==> src/rtl/serial_sub_ctrl.sv <==
// Bit-serial WIDTH-bit subtractor: diff = a - b - bin, LSB first, one bit per clock,
// time-sharing a single 1-bit full_subtractor cell with a registered borrow loop.

module full_subtractor (
   input  logic a,
   input  logic b,
   input  logic bin,
   output logic diff,
   output logic b_out
);
   assign diff  = a ^ b ^ bin;
   assign b_out = (~a & b) | (~(a ^ b) & bin);
endmodule

module serial_sub_ctrl #(
   parameter int WIDTH = 8
) (
   input  logic             clk,
   input  logic             rst_n,
   input  logic             start,
   input  logic [WIDTH-1:0] a,
   input  logic [WIDTH-1:0] b,
   input  logic             bin,
   output logic             busy,
   output logic             done,
   output logic [WIDTH-1:0] diff,
   output logic             bout
);
   localparam int CW = (WIDTH > 1) ? $clog2(WIDTH) : 1;

   typedef enum logic [1:0] {IDLE, RUN, DONE} state_t;

   state_t           state_reg, state_next;
   logic [WIDTH-1:0] a_sr_reg, b_sr_reg, res_sr_reg, diff_reg;
   logic             borrow_reg, bout_reg;
   logic [CW-1:0]    cnt_reg;
   logic             cell_diff, cell_bout, last_bit;
   logic [WIDTH-1:0] res_shifted;

   full_subtractor u_cell (
      .a    (a_sr_reg[0]),
      .b    (b_sr_reg[0]),
      .bin  (borrow_reg),
      .diff (cell_diff),
      .b_out(cell_bout)
   );

   assign last_bit    = (cnt_reg == CW'(WIDTH - 1));
   assign res_shifted = {cell_diff, res_sr_reg[WIDTH-1:1]};

   always_comb begin
      state_next = state_reg;
      case (state_reg)
         IDLE:    if (start) state_next = RUN;
         RUN:     if (last_bit) state_next = DONE;
         DONE:    state_next = IDLE;
         default: state_next = IDLE;
      endcase
   end

   always_ff @(posedge clk or negedge rst_n) begin
      if (!rst_n) state_reg <= IDLE;
      else        state_reg <= state_next;
   end

   always_ff @(posedge clk or negedge rst_n) begin
      if (!rst_n) begin
         a_sr_reg   <= '0;
         b_sr_reg   <= '0;
         res_sr_reg <= '0;
         diff_reg   <= '0;
         borrow_reg <= 1'b0;
         bout_reg   <= 1'b0;
         cnt_reg    <= '0;
      end else begin
         case (state_reg)
            IDLE: begin
               if (start) begin
                  a_sr_reg   <= a;
                  b_sr_reg   <= b;
                  borrow_reg <= bin;
                  cnt_reg    <= '0;
               end
            end
            RUN: begin
               res_sr_reg <= res_shifted;
               borrow_reg <= cell_bout;
               a_sr_reg   <= a_sr_reg >> 1;
               b_sr_reg   <= b_sr_reg >> 1;
               // The final bit is folded straight into the visible result so it is valid with done.
               if (last_bit) begin
                  diff_reg <= res_shifted;
                  bout_reg <= cell_bout;
               end else begin
                  cnt_reg <= cnt_reg + CW'(1);
               end
            end
            default: ;
         endcase
      end
   end

   assign busy = (state_reg == RUN);
   assign done = (state_reg == DONE);
   assign diff = diff_reg;
   assign bout = bout_reg;
endmodule
==> config.mk <==
export PLATFORM = sky130hd
export DESIGN_NAME = serial_sub_ctrl
export DESIGN_NICKNAME = d
export VERILOG_FILES = /design/src/rtl/serial_sub_ctrl.sv
export SDC_FILE = /design/constraint.sdc
export NUM_CORES = 1
export LEC_CHECK = 0
export CORE_UTILIZATION = 47
export CTS_CLUSTER_DIAMETER = 80
export DETAILED_ROUTE_END_ITERATION = 12
export GPL_TIMING_DRIVEN = 0
export PLACE_DENSITY = 0.75
export SLEW_MARGIN = 30
export SYNTH_ARGS = -nofsm -noshare
export SYNTH_HDL_FRONTEND = slang
export SYNTH_SLANG_ARGS = --single-unit
==> constraint.sdc <==
create_clock -name clk -period 1.67 [get_ports clk]
set_clock_uncertainty 0.15 [all_clocks]
set_input_delay 0.334 -clock clk [delete_from_list [all_inputs] [get_ports clk]]
set_output_delay 0.334 -clock clk [all_outputs]
set_load 0.01 [all_outputs]
==> results of run 1 <==
## repair_timing
action | in CTS | in global routing
pin swaps | 1 | 3
resized for setup | 31 | 25
gates cloned | 1 | 0
endpoints found under the hold margin | 12 | 0
setup buffers | 10 | 3
endpoints found under the setup margin | 23 | 35
hold buffers | 1 | 0
## area by class of cell
type / count / area share, %
Multi-Input combinational cell: 72 / 32.2
Buffer: 11 / 4.47
Tap cell: 46 / 2.34
Clock buffer: 6 / 3.35
Timing Repair Buffer: 46 / 17.8
Sequential cell: 38 / 38.6
Inverter: 8 / 1.22
## cell usage in the layout, fill, tap and decap left out, types with 3 or more instances in the layout
cell type         n
buf_2             3
buf_4            13
buf_6             9
clkbuf_8          7
clkdlybuf4s50_1  18
dfrtp_1          38
dlygate4sd2_1     3
dlymetal6s2s_1    6
inv_1             8
mux2_2            8
mux2_4            8
nand2b_1          3
nand3_1           3
o221a_2          15
o221ai_2          3
or4b_1           13
## kinds of logic after synthesis
kind of cell | after synthesis | synth area share (%)
mux | 16 | 10.2
simple gates | 31 | 14.6
compound gates | 22 | 13.0
fa+ha+maj | 3 | 2.55
buf+inv | 21 | 5.74
flops | 38 | 53.9
## worst paths after layout
kind                              start     endpoint  cells after the start
min reg2reg                     diff[3]      diff[3]                      1
max                        state_reg[0]         done                      4
max in group asynchronous         rst_n         bout                      3
min in group clk                diff[3]      diff[3]                      1
max reg2reg                state_reg[0]  a_sr_reg[0]                      4
min                               rst_n      diff[2]                      2
## power by group through the flow
stage          Sequential, µW  Combinational, µW  Clock, µW
2_1_floorplan            1610               1060          0
3_3_place_gp             1610               1520          0
3_5_place_dp             1650               1620          0
4_1_cts                  1640               1850        626
5_1_grt                  1700               2150        675
6_report                 1650               1980        616
## stage by stage
| step | hold slack (ps) | setup slack, ps | TNS [ps] |
|---|---|---|---|
| 2_1_floorplan | -112 | 27.4 | 0 |
| 3_3_place_gp | 334 | -679 | -31290 |
| 3_5_place_dp | 93.0 | -365 | -7020 |
| 4_1_cts | 324 | -39.0 | -43.9 |
| 5_1_grt | 345 | -92.2 | -233 |
| 6_report | 326 | -33.5 | -33.5 |
## worst register-to-register path: stages (launching register included)
cell and delay (ps):
dfrtp_1 430, clkbuf_8 160, buf_4 150, or4b_1 510, o221a_2 140
## per-layer routing
metal	track usage, %	routed length, µm	up-vias
met1	27.5	1730	658
met5	0	0	-
met2	37.4	2120	30
met3	5.98	155	7
met4	8.81	67	0
li1	-	-	600
==> results.tsv, run 1 <==
stage	metric	value	unit
power_and_ir_drop	p_comb_share	46.7	%
synth	async_reset_ff_share	100	%
worst_setup_path	crit_slowest_cell	dfrtp_1	
layout	final_core_util	71.0	%
layout	multi_input_area	793	µm²
floorplan	num_io_pins	31	
synth	synthTopCellsByArea	dfrtp_1, mux2_2, o221a_2	
sta	fin_crit_sh	102	%
clocking	cts_made_buffers	5	
worst_setup_path	worst_ep_arrival_time	1220	ps
layout	seq_area	951	µm²
worst_setup_path	startpoint_type	flip-flop	
placement	dp_cells	208	
route	routed_via_density	5.70	
synth	synth_top_cells_by_count	dfrtp_1, mux2_2, o221a_2, or4b_1, inv_1	
synth	synth_top_cell_by_area	dfrtp_1	
worst_setup_path	r2r_slack	20	ps
sta	max-slew-margin-rel	78.7	%
floorplan	die-area	4000	µm²
synth	synth.top_cell.area_share	53.9	%
synth	yosysMostFrequentCell	dfrtp_1	
placement	hpwlAfterDp	2660	µm
power_and_ir_drop	pwr-share-seq	38.8	%
synth	synth_edf_count	0	
clocking	cts_root_buffer	clkbuf_8	
hold_path	hp-class	in -> async	
route	wl_per_cell	17.9	µm
sta	slew_violations	0	
synth	seq_area_frac_synth	53.9	%
sta	finalHoldViolations	0	
placement	gp_congestion	0.783	
worst_setup_path	max_stage_delay	430	ps
sta	fmax	587	MHz
power_and_ir_drop	vdd_drop_max	0.951	mV
floorplan	num_rows	21	
global_route	track_usage	22.4	%
power_and_ir_drop	p_leak	0.00117	µW
synth	synth_flop_cell	dfrtp_1	
clocking	cts.sinks	38	
job	cap_viol_max_count	0	
synth	synth-seq-cells	38	
global_route	grt_pass1_wl	6680	µm
clocking	cts_tree	done	
synth	syn_nets	154	
sta	rsz0062_at_grt	true	
worst_setup_path	worstSetupPathType	reg -> out	
route	route.detailed.drc	0	
floorplan	die_h	63.3	µm
layout	fillers	259	
clocking	clkTransAtPathRegs	70	ps
route	routed_wl	4070	µm
sta	min_period	1700	ps
placement	io_buffers	30	
sta	max_slew.worst_pin.slew	320	ps
floorplan	core_area	3470	µm²
synth	synth_area	1760	µm²
layout	final_cells	227	
global_route	antenna_found_initial	0	
synth	synth_cell_types	24	
route	drtIter0Drc	103	
floorplan	start_util	50.9	%
clocking	cts_buffer_depth	2	
route	detailedRoute.firstPassIterationCount	4	
layout	drive_gt1_share	43.6	%
worst_setup_path	crit_family	flip-flops	
clocking	clk_latency	290	ps
synth	synth_cells	131	
route	postRouteAntennaNets	0	
worst_setup_path	path_buf_inv	3	
synth	yosysWarnings	0	
power_and_ir_drop	p_clk_share	14.5	%
sta	setup_ws	-33.5	ps
layout	syn2layout_area_growth	39.6	%
sta	finalSetupViolations	1	
global_route	first_global_vias	1367	
power_and_ir_drop	swShare	31.8	%
run_status	violations	negative setup slack	
floorplan	die_x	63.3	µm
placement	placed_cell_area	2140	µm²
synth	syn_area_per_cell	13.5	µm²
worst_setup_path	worst_ep_required_time	1190	ps
global_route	grt_max_degree	27	
layout	nets	205	
power_and_ir_drop	powerDensity	1720	nW/µm²
worst_setup_path	cp_max_fo	3	
power_and_ir_drop	p_int	2890	µW
layout	design_area	2460	µm²
worst_setup_path	worstSetupEndpointType	primary output	
power_and_ir_drop	power	4240	µW
route	vias	1295	
power_and_ir_drop	power_switching	1350	µW
run_status	status	finished with violations	
global_route	grt_overflow_total	0	
clocking	htree_levels	2	
layout	antennaDiodeCount	0	
worst_setup_path	crit_chain	clkbuf_8 -> buf_6 -> nor2b_1 -> buf_2	
Power figures use the tool's default switching activity.
==> run 2: changes to the inputs <==
--- a/config.mk
+++ b/config.mk
@@ -10,6 +10,7 @@
 export DETAILED_ROUTE_END_ITERATION = 12
 export GPL_TIMING_DRIVEN = 0
 export PLACE_DENSITY = 0.75
+export SETUP_SLACK_MARGIN = 0.15
 export SLEW_MARGIN = 30
 export SYNTH_ARGS = -nofsm -noshare
 export SYNTH_HDL_FRONTEND = slang
==> results.tsv, run 2 (same netlist as run 1, synthesis figures left out) <==
stage	metric	value	unit	change
run_status	status	finished with violations		
run_status	violations	negative setup slack		
clocking	cts_tree	done		
sta	max-slew-margin-rel	78.2	%	-0.55 points
power_and_ir_drop	powerDensity	1770	nW/µm²	+3.0%
clocking	cts_buffer_depth	2		unchanged
worst_setup_path	cp_max_fo	4		+1
worst_setup_path	worstSetupEndpointType	primary output		
power_and_ir_drop	p_leak	0.00124	µW	+5.8%
sta	finalHoldViolations	0		unchanged
global_route	grt_max_degree	27		unchanged
worst_setup_path	crit_slowest_cell	dfrtp_1		
placement	placed_cell_area	2160	µm²	+0.88%
floorplan	die_h	63.3	µm	unchanged
worst_setup_path	startpoint_type	flip-flop		
floorplan	core_area	3470	µm²	unchanged
layout	layout_common_cells	dfrtp_1, buf_6, clkdlybuf4s50_1		
route	route.detailed.drc	0		unchanged
clocking	clk_latency	290	ps	about the same
layout	final_core_util	78.3	%	+7.3 points
global_route	antenna_found_initial	0		unchanged
hold_path	hp-class	in -> async		
power_and_ir_drop	pwr-share-seq	35.4	%	-3.4 points
layout	syn2layout_area_growth	54.0	%	
global_route	grt_overflow_total	0		unchanged
route	detailedRoute.firstPassIterationCount	4		unchanged
job	cap_viol_max_count	0		unchanged
worst_setup_path	worst_ep_arrival_time	1260	ps	+40 ps
route	drtIter0Drc	80		-22%
power_and_ir_drop	power_switching	1560	µW	+16%
sta	max_slew.worst_pin.slew	328	ps	+8.22 ps
placement	io_buffers	30		unchanged
power_and_ir_drop	power	4820	µW	+14%
floorplan	die-area	4000	µm²	unchanged
global_route	track_usage	23.0	%	+0.57 points
power_and_ir_drop	vdd_drop_max	0.896	mV	-5.8%
worst_setup_path	worstSetupPathType	reg -> out		
layout	drive_gt1_share	49.5	%	+5.8 points
worst_setup_path	worst_ep_required_time	1190	ps	about the same
worst_setup_path	cp_common_cell	buf_6		
placement	gp_congestion	0.722		-7.7%
clocking	cts_root_buffer	clkbuf_8		
power_and_ir_drop	p_clk_share	12.3	%	-2.2 points
floorplan	die_x	63.3	µm	unchanged
power_and_ir_drop	swShare	32.5	%	+0.68 points
global_route	grt_pass1_wl	6900	µm	+3.3%
sta	fin_crit_sh	105	%	+2.5 points
sta	finalSetupViolations	19		+18
route	routed_via_density	5.75		+0.87%
layout	design_area	2720	µm²	+10%
placement	dpl_worst_slack	-382	ps	-16.9 ps
route	wl_per_cell	19.9	µm	+11%
clocking	htree_levels	2		unchanged
route	postRouteAntennaNets	0		unchanged
sta	slew_violations	0		unchanged
sta	min_period	1750	ps	+41.8 ps
worst_setup_path	max_stage_delay	420	ps	about the same
layout	antennaDiodeCount	0		unchanged
worst_setup_path	crit_chain	buf_6 -> nand2b_4 -> buf_6 -> buf_6 -> inv_2 -> buf_6		
power_and_ir_drop	p_int	3250	µW	+12%
sta	setup_ws	-75.3	ps	-41.8 ps
worst_setup_path	crit_family	buffers and inverters		
sta	tns	-449	ps	-416 ps
floorplan	num_io_pins	31		unchanged
layout	nets	213		+3.9%
sta	fmax	573	MHz	-2.4%
placement	hpwlAfterDp	2550	µm	-3.9%
global_route	first_global_vias	1361		-0.44%
layout	final_common_cell	dfrtp_1		
floorplan	start_util	50.9	%	unchanged
route	vias	1358		+4.9%
power_and_ir_drop	p_comb_share	52.4	%	+5.7 points
clocking	clkTransAtPathRegs	70	ps	about the same
worst_setup_path	path_buf_inv	5		+2
clocking	cts_made_buffers	5		unchanged
floorplan	num_rows	21		unchanged
route	routed_wl	4690	µm	+15%
sta	rsz0062_at_grt	true		
clocking	cts.sinks	38		unchanged
## run 2: changes by cell type in the layout (fill, tap and decap cells not counted), moves of 6 or more
| cell | before | now |
|---|---|---|
| buf_4 | 13 | 7 |
| buf_6 | 9 | 20 |
| dlygate4sd2_1 | 3 | 10 |
| dlymetal6s2s_1 | 6 | 0 |
| mux2_2 | 8 | 1 |
| mux2_4 | 8 | 15 |
| o221a_2 | 15 | 7 |
| o221a_4 | 0 | 8 |
## run 2: path summary, 6_finish.rpt
kind,start,end,cells past startpoint,slack (ps)
max,state_reg[0],busy,6,-80
min,rst_n,diff[0],2,320
max reg2reg,cnt_reg[0],diff[2],5,-40
min reg2reg,bout,bout,1,360
max in group asynchronous,rst_n,state_reg[1],3,590
min in group clk,bout,bout,1,360
## run 2: repair_timing
item	in CTS	in global routing
pin swaps	5	24
hold buffers	1	0
cloned	2	1
setup buffers	12	5
setup endpoints to repair	35	37
endpoints found under the hold margin	12	0
resized for setup	59	39
## run 2: through the flow
stage | std cells | hold WS, ps
3_3_place_gp | 207 | 334
4_1_cts | 230 | 329
6_report | 236 | 322
3_5_place_dp | 208 | 93.0
2_1_floorplan | 131 | -112
5_1_grt | 236 | 341
## run 2: worst reg2reg max path: stages (launching register included)
cell      delay [ps]
dfrtp_1          410
ha_2             210
ha_4             160
nand3b_1         180
buf_6            180
mux2_4           310
## run 2: routing by layer
metal	vias up	GRT usage (%)	part of all wire (%)
met3	15	5.07	2.4
li1	617	-	-
met1	703	29.8	42
met4	0	5.97	3.6
met2	23	38.7	52
met5	-	0	0
## run 2: power by group through the flow
stage	logic [µW]	clock network, µW	registers [µW]
6_report	2520	592	1700
5_1_grt	2710	652	1750
4_1_cts	1970	588	1640
3_5_place_dp	1620	0	1650
3_3_place_gp	1540	0	1620
2_1_floorplan	1080	0	1620
## run 2: cell type report
type                       instances  area [µm²]
timing repair buffer              52         532
inverter                           8        30.0
clock buffer                       7        76.3
sequential                        38         952
multi-input combinational         72         912
buffer                            13         156
tap                               46        57.6
fill                             200         752
